## config.mk

```make
export PLATFORM = sky130hd
export DESIGN_NAME = arbitro_matriculas
export DESIGN_NICKNAME = d
export VERILOG_FILES = /design/src/rtl/arbitro_matriculas_pkg.sv /design/src/rtl/arbitro_rr.sv /design/src/rtl/arbitro_matriculas.sv
export SDC_FILE = /design/constraint.sdc
export NUM_CORES = 1
export LEC_CHECK = 0
export ABC_AREA = 0
export BUFFER_PORTS_ARGS = -buffer_cell sky130_fd_sc_hd__buf_2
export CORE_ASPECT_RATIO = 0.75
export CORE_MARGIN = 2
export CORE_UTILIZATION = 50
export CTS_BUF_LIST = sky130_fd_sc_hd__clkbuf_4 sky130_fd_sc_hd__clkbuf_8
export DETAILED_ROUTE_END_ITERATION = 10
export PLACE_DENSITY = 0.92
export SLEW_MARGIN = 25
export SYNTH_ARGS = -nofsm -noshare
export SYNTH_HDL_FRONTEND = slang
export SYNTH_SLANG_ARGS = --single-unit
```

## constraint.sdc

```tcl
create_clock -name clk -period 2.75 [get_ports clk]
set_clock_uncertainty 0.15 [all_clocks]
set_input_delay 0.275 -clock clk [delete_from_list [all_inputs] [get_ports clk]]
set_output_delay 0.275 -clock clk [all_outputs]
set_load 0.01 [all_outputs]
```

## src/rtl/arbitro_matriculas_pkg.sv

```systemverilog
// Shared definitions for the plate arbiter: FSM states and plate constants.
package arbitro_matriculas_pkg;

    localparam int PLATE_W = 24;
    localparam logic [PLATE_W-1:0] PLATE_ZERO = '0;

    typedef enum logic [1:0] {
        IDLE  = 2'd0,
        WRITE = 2'd1,
        HOLD  = 2'd2
    } estado_t;

endpackage

```

## src/rtl/arbitro_rr.sv

```systemverilog
// Two-way round-robin grant. A lone requester always wins; on a tie the pointer
// decides, and every granted advance moves the pointer to the loser.
module arbitro_rr (
    input  logic       clk,
    input  logic       rst,
    input  logic       req0,
    input  logic       req1,
    input  logic       avanca,
    output logic [1:0] grant
);

    logic ptr_reg;

    always_comb begin
        grant = 2'b00;
        if (req0 && req1) begin
            grant = ptr_reg ? 2'b10 : 2'b01;
        end else if (req0) begin
            grant = 2'b01;
        end else if (req1) begin
            grant = 2'b10;
        end
    end

    // grant[0] set means camera 0 won, so camera 1 gets priority next tie
    always_ff @(posedge clk or posedge rst) begin
        if (rst) begin
            ptr_reg <= 1'b0;
        end else if (avanca && (grant != 2'b00)) begin
            ptr_reg <= grant[0];
        end
    end

endmodule

```

## src/rtl/arbitro_matriculas.sv

```systemverilog
// Arbitrates entrance/exit camera plates onto one history-store write port.
// Optional macro DUP_FILTER_EN drops a plate equal to the last one written.
module arbitro_matriculas
    import arbitro_matriculas_pkg::*;
#(
    parameter int HOLD_CYCLES = 4,
    parameter int CNT_W       = 8
) (
    input  logic               clk,
    input  logic               rst,
    input  logic               req0,
    input  logic [PLATE_W-1:0] matr0,
    output logic               ack0,
    input  logic               req1,
    input  logic [PLATE_W-1:0] matr1,
    output logic               ack1,
    output logic [PLATE_W-1:0] matrout,
    output logic               matrval,
    output logic               origem,
    output logic               ocupado,
    output logic [CNT_W-1:0]   descartadas
);

    localparam int HOLD_W = (HOLD_CYCLES > 1) ? $clog2(HOLD_CYCLES) : 1;

    estado_t             state_reg, state_next;
    logic [HOLD_W-1:0]   hold_cnt_reg;
    logic [PLATE_W-1:0]  matrout_reg;
    logic                origem_reg;
    logic [1:0]          grant;
    logic                pedido;
    logic                concede;
    logic                em_write;
    logic                hold_fim;
    logic                placa_nula;
    logic                rejeita;

    assign pedido   = req0 || req1;
    assign concede  = (state_reg == IDLE) && pedido;
    assign em_write = (state_reg == WRITE);
    assign hold_fim = (hold_cnt_reg == HOLD_W'(HOLD_CYCLES - 1));

    arbitro_rr u_rr (
        .clk    (clk),
        .rst    (rst),
        .req0   (req0),
        .req1   (req1),
        .avanca (concede),
        .grant  (grant)
    );

    always_ff @(posedge clk or posedge rst) begin
        if (rst) begin
            state_reg <= IDLE;
        end else begin
            state_reg <= state_next;
        end
    end

    always_comb begin
        state_next = state_reg;
        unique case (state_reg)
            IDLE:    if (pedido) state_next = WRITE;
            WRITE:   state_next = (HOLD_CYCLES == 0) ? IDLE : HOLD;
            HOLD:    if (hold_fim) state_next = IDLE;
            default: state_next = IDLE;
        endcase
    end

    // Counter runs 0..HOLD_CYCLES-1 while in HOLD, restarted by each WRITE
    always_ff @(posedge clk or posedge rst) begin
        if (rst) begin
            hold_cnt_reg <= '0;
        end else if (em_write) begin
            hold_cnt_reg <= '0;
        end else if (state_reg == HOLD) begin
            hold_cnt_reg <= hold_cnt_reg + 1'b1;
        end
    end

    always_ff @(posedge clk or posedge rst) begin
        if (rst) begin
            matrout_reg <= PLATE_ZERO;
            origem_reg  <= 1'b0;
        end else if (concede) begin
            matrout_reg <= grant[1] ? matr1 : matr0;
            origem_reg  <= grant[1];
        end
    end

    assign placa_nula = (matrout_reg == PLATE_ZERO);

`ifdef DUP_FILTER_EN
    logic [PLATE_W-1:0] ultima_reg;
    logic [CNT_W-1:0]   desc_reg;
    logic               duplicada;

    assign duplicada = !placa_nula && (matrout_reg == ultima_reg);

    // Only a strobed plate becomes the reference for the next comparison
    always_ff @(posedge clk or posedge rst) begin
        if (rst) begin
            ultima_reg <= PLATE_ZERO;
            desc_reg   <= '0;
        end else if (em_write) begin
            if (duplicada) begin
                if (desc_reg != '1) begin
                    desc_reg <= desc_reg + 1'b1;
                end
            end else if (!placa_nula) begin
                ultima_reg <= matrout_reg;
            end
        end
    end

    assign rejeita     = placa_nula || duplicada;
    assign descartadas = desc_reg;
`else
    assign rejeita     = placa_nula;
    assign descartadas = '0;
`endif

    assign ack0    = em_write && !origem_reg;
    assign ack1    = em_write && origem_reg;
    assign matrval = em_write && !rejeita;
    assign matrout = matrout_reg;
    assign origem  = origem_reg;
    assign ocupado = (state_reg != IDLE);

endmodule

```

==> out/results.md <==
| Parameter | Reported |
|:---|:---|
| Row Count | 18 |
| GRT Total Usage | 0.227 |
| Maximum number of pins on one net before global-route repair | 50 |
| Sum of routed wire length over all layers | 4160 um |
| Final setup viols | 0 |
| Proportion of total power due to net switching | 0.408 |
| Fraction of synthesis flops using an asynchronous set or reset pin | 1.00 |
| First-pass GRT wire length | 6530 um |
| Post-synthesis instance area | 1710 sq um |
| Initial standard-cell utilization of the core | 0.521 |
| Area contributors post-synth | sky130_fd_sc_hd__dfrtp_1 (44%), sky130_fd_sc_hd__nand3b_1 (11%), sky130_fd_sc_hd__a31oi_1 (9.1%) |
| Worst path buffer plus inverter count | 1 |
| PostCTS Resize Cnt | 0 |
| Setup TNS | 0 ns |
| Share of the cycle needed by the critical path after routing | 0.770 |
| Detail Placement HPWL | 3040 um |
| Horiz. Die Dim | 71.6 um |
| Count of buffers inserted at the top-level ports | 80 |
| Register area | 751 sq um |
| First-pass iteration count of the detailed router | 4 |
| Met2 Track Usage GR | 0.375 |
| # diodes | 0 |
| Ranking of synthesized cells by instance count | sky130_fd_sc_hd__dfrtp_1 (30), sky130_fd_sc_hd__nor2_1 (26), sky130_fd_sc_hd__a31oi_1 (25), sky130_fd_sc_hd__nand3b_1 (25), sky130_fd_sc_hd__o21ai_0 (21) |
| Flip-flop count of the largest register, all copies and words added | 24 |
| Critical path endpoint category | output pin |
| Post-synth EDFFs | 0 |
| Type of element launching the critical path | flop |
| I/O Pins | 89 |
| Required arrival time at the worst endpoint | 2.33 ns |
| Complex-gate fraction of the synthesized area | 0.190 |
| Biggest area consumer among synthesized cells | sky130_fd_sc_hd__dfrtp_1 |
| Global routing usage on met3 | 0.0829 |
| Seq pwr share | 0.379 |
| Clock tree root driver cell | sky130_fd_sc_hd__clkbuf_8 |
| Final max-slew violation count | 0 |
| Crit-path cells | nor4_1, nand4_1, o21a_1, buf_2 |
| Path class of the lowest-slack min-delay path | in2reg |
| Worst vdd rail ir drop | 526 uV |
| GR Overflow Total | 0 |
| Max capacitance violation total | 0 |
| Vias in the first global route | 1449 |
| GR Layer Usage met1 | 0.281 |
| Count of state elements after synthesis | 30 |
| Cell count after synthesis | 188 |
| Longest individual stage delay on the worst path | 0.53 ns |
| Post-CTS setup repair buffer count | 0 |
| Synth top area share | 0.439 |
| H-tree Lvls | 2 |
| Setup repair after global routing missed its margin | no |
| Clock transition at the register clock pins on the worst setup and hold paths after CTS | 0.06 ns |
| Number of different library cells in the post-synthesis netlist | 25 |
| Detailed-route wire length per cell | 13.7 um |
| Share of the synthesized netlist area taken by xor and xnor gates | 0 |
| Vias per Instance | 5.37 |
| Internal power consumption | 0.00133 W |
| Top_reg_cell synth | sky130_fd_sc_hd__dfrtp_1 |
| Hold Violations, Final | 0 |
| Antenna violations before repair | 0 |
| Area of the multi-input gates | 801 sq um |
| Cell area power density | 1040 nW/um^2 |
| Clock tree from TritonCTS | yes |
| Fmax | 472 MHz |
| Area growth syn-to-layout | 25.7% |
| Number of nets in the layout | 319 |
| Leak Pwr | 0.998 nW |
| Insertion delay of the later-clocked pin in the worst-skew pair | 0.28 ns |
| Overall die area | 3910 sq um |
| Final Core Density | 0.654 |
| Total power after layout | 0.00224 W |
| Fraction of final layout cells with drive strength greater than 1 | 0.352 |
| Maximum fanout count along the critical path | 3 |
| Proportion of power drawn by the clock network | 0.164 |
| Total cell area at the placement stage | 2050 sq um |
| Warning count from the yosys run | 0 |
| Clock period minus worst slack | 2.12 ns |
| Post-cts hold buffer count | 1 |
| Chip height | 54.7 um |
| Maximum buffer depth of the clock tree | 2 |
| Total via count after detailed routing | 1631 |
| CP Class | reg2out |
| Post-route cell area | 2150 sq um |
| Slowest cell on the critical path | sky130_fd_sc_hd__nor4_1 |
| Switching power of the nets | 0.000913 W |
| Most used routing layer | met2 |
| Data arrival time of the critical path | 1.69 ns |
| Number of design-rule violations left by the first detailed-router iteration | 101 |
| Antenna violation net count after detailed routing | 0 |
| Dominant cell by count in the synthesized netlist | sky130_fd_sc_hd__dfrtp_1 |
| Number of clock sinks seen by CTS | 30 |
| Result of the run | finished clean |
| Slew Limit Headroom | 0.494 |
| Share of synthesized cell area in full adder, half adder and majority cells | 0.0292 |
| DRC violation count after routing | 0 |
| Pre-CTS setup slack | 0.893 ns |
| Worst Slack Setup Final | 0.634 ns |
| Routability congestion estimate from global placement | 0.780 |
| Slew at the pin closest to its max-slew limit | 0.757 ns |
| Portion of the post-synthesis area used by sequential elements | 0.439 |
| Area inside the core boundary | 3290 sq um |
| Synthesized area per cell | 9.10 sq um |
| Post-synthesis mux area share | 0.0132 |
| Part of the total power dissipated in combinational logic | 0.457 |
| Main combinational cell family by area after synthesis | simple AND/OR/NAND/NOR gates |
| Number of buffers created by CTS | 5 |
| CP top delay family | simple AND/OR/NAND/NOR gates |
| Simple-gate area share of the yosys netlist | 0.218 |
| Filler cell count | 304 |
==> power by group through the flow <==
stage	combinational (W)	sequential (W)	clock (W)
after global placement	0.000988	0.000845	0
after global routing	0.00114	0.000887	0.000405
after floorplan	0.000646	0.000913	0
after detailed placement	0.00103	0.000857	0
final	0.00102	0.000849	0.000367
after CTS	0.00103	0.000851	0.000380
==> logic make-up after synthesis <==
family,after synthesis
adder cells (fa/ha/maj),4
other,1
multiplexers,2
AND/OR/NAND/NOR,65
buffers and inverters,29
AO/OA/AOI/OAI,57
flip-flops,30
==> area by class of cell <==
type / instances / share of cell area
sequential: 30 / 0.349
multi-input combinational: 136 / 0.372
clock inverter: 1 / 0.00233
clock buffer: 7 / 0.0419
timing repair buffer: 84 / 0.201
inverter: 6 / 0.0105
tap: 40 / 0.0233
==> path summary, 6_finish.rpt <==
kind / depth (start not counted) / slack [ns] / endpoint / startpoint
worst max-delay path: 4 / 0.63 / matrval / matrout[17]
worst min-delay path: 3 / 0.11 / matrout[10] / matr0[10]
worst max register to register: 6 / 0.84 / matrout[0] / state_reg[0]
worst min register to register: 1 / 0.38 / state_reg[1] / state_reg[1]
max in group asynchronous: 4 / 1.70 / matrout[9] / rst
min in group asynchronous: 4 / 0.47 / matrout[4] / rst
==> placed cells by master (no fill, tap or decap), types with 5 or more instances in the layout <==
cell type	n
sky130_fd_sc_hd__buf_2	80
sky130_fd_sc_hd__dfrtp_1	30
sky130_fd_sc_hd__nor2_1	26
sky130_fd_sc_hd__nand3b_1	25
sky130_fd_sc_hd__a31oi_1	25
sky130_fd_sc_hd__o21ai_0	21
sky130_fd_sc_hd__conb_1	8
sky130_fd_sc_hd__inv_1	6
sky130_fd_sc_hd__nor4_1	6
sky130_fd_sc_hd__clkbuf_8	6
sky130_fd_sc_hd__o21ai_1	5
==> through the flow <==
step	std cells	hold slack [ns]
after floorplan	195	0.216
after global placement	295	0.212
after detailed placement	295	0.224
after CTS	304	0.102
after global routing	304	0.113
final	304	0.113
==> metal layers <==
metal | share of wire | vias up
met4 | 0.012 | 0
met3 | 0.081 | 6
li1 | - | 808
met1 | 0.44 | 745
met2 | 0.47 | 72
met5 | 0 | -
==> tightest hold or removal path, cell delays in order <==
cell	delay, ns
sky130_fd_sc_hd__buf_2	0.09
sky130_fd_sc_hd__o21ai_1	0.06
sky130_fd_sc_hd__a31oi_1	0.08
(Power assumes the default switching activity.)
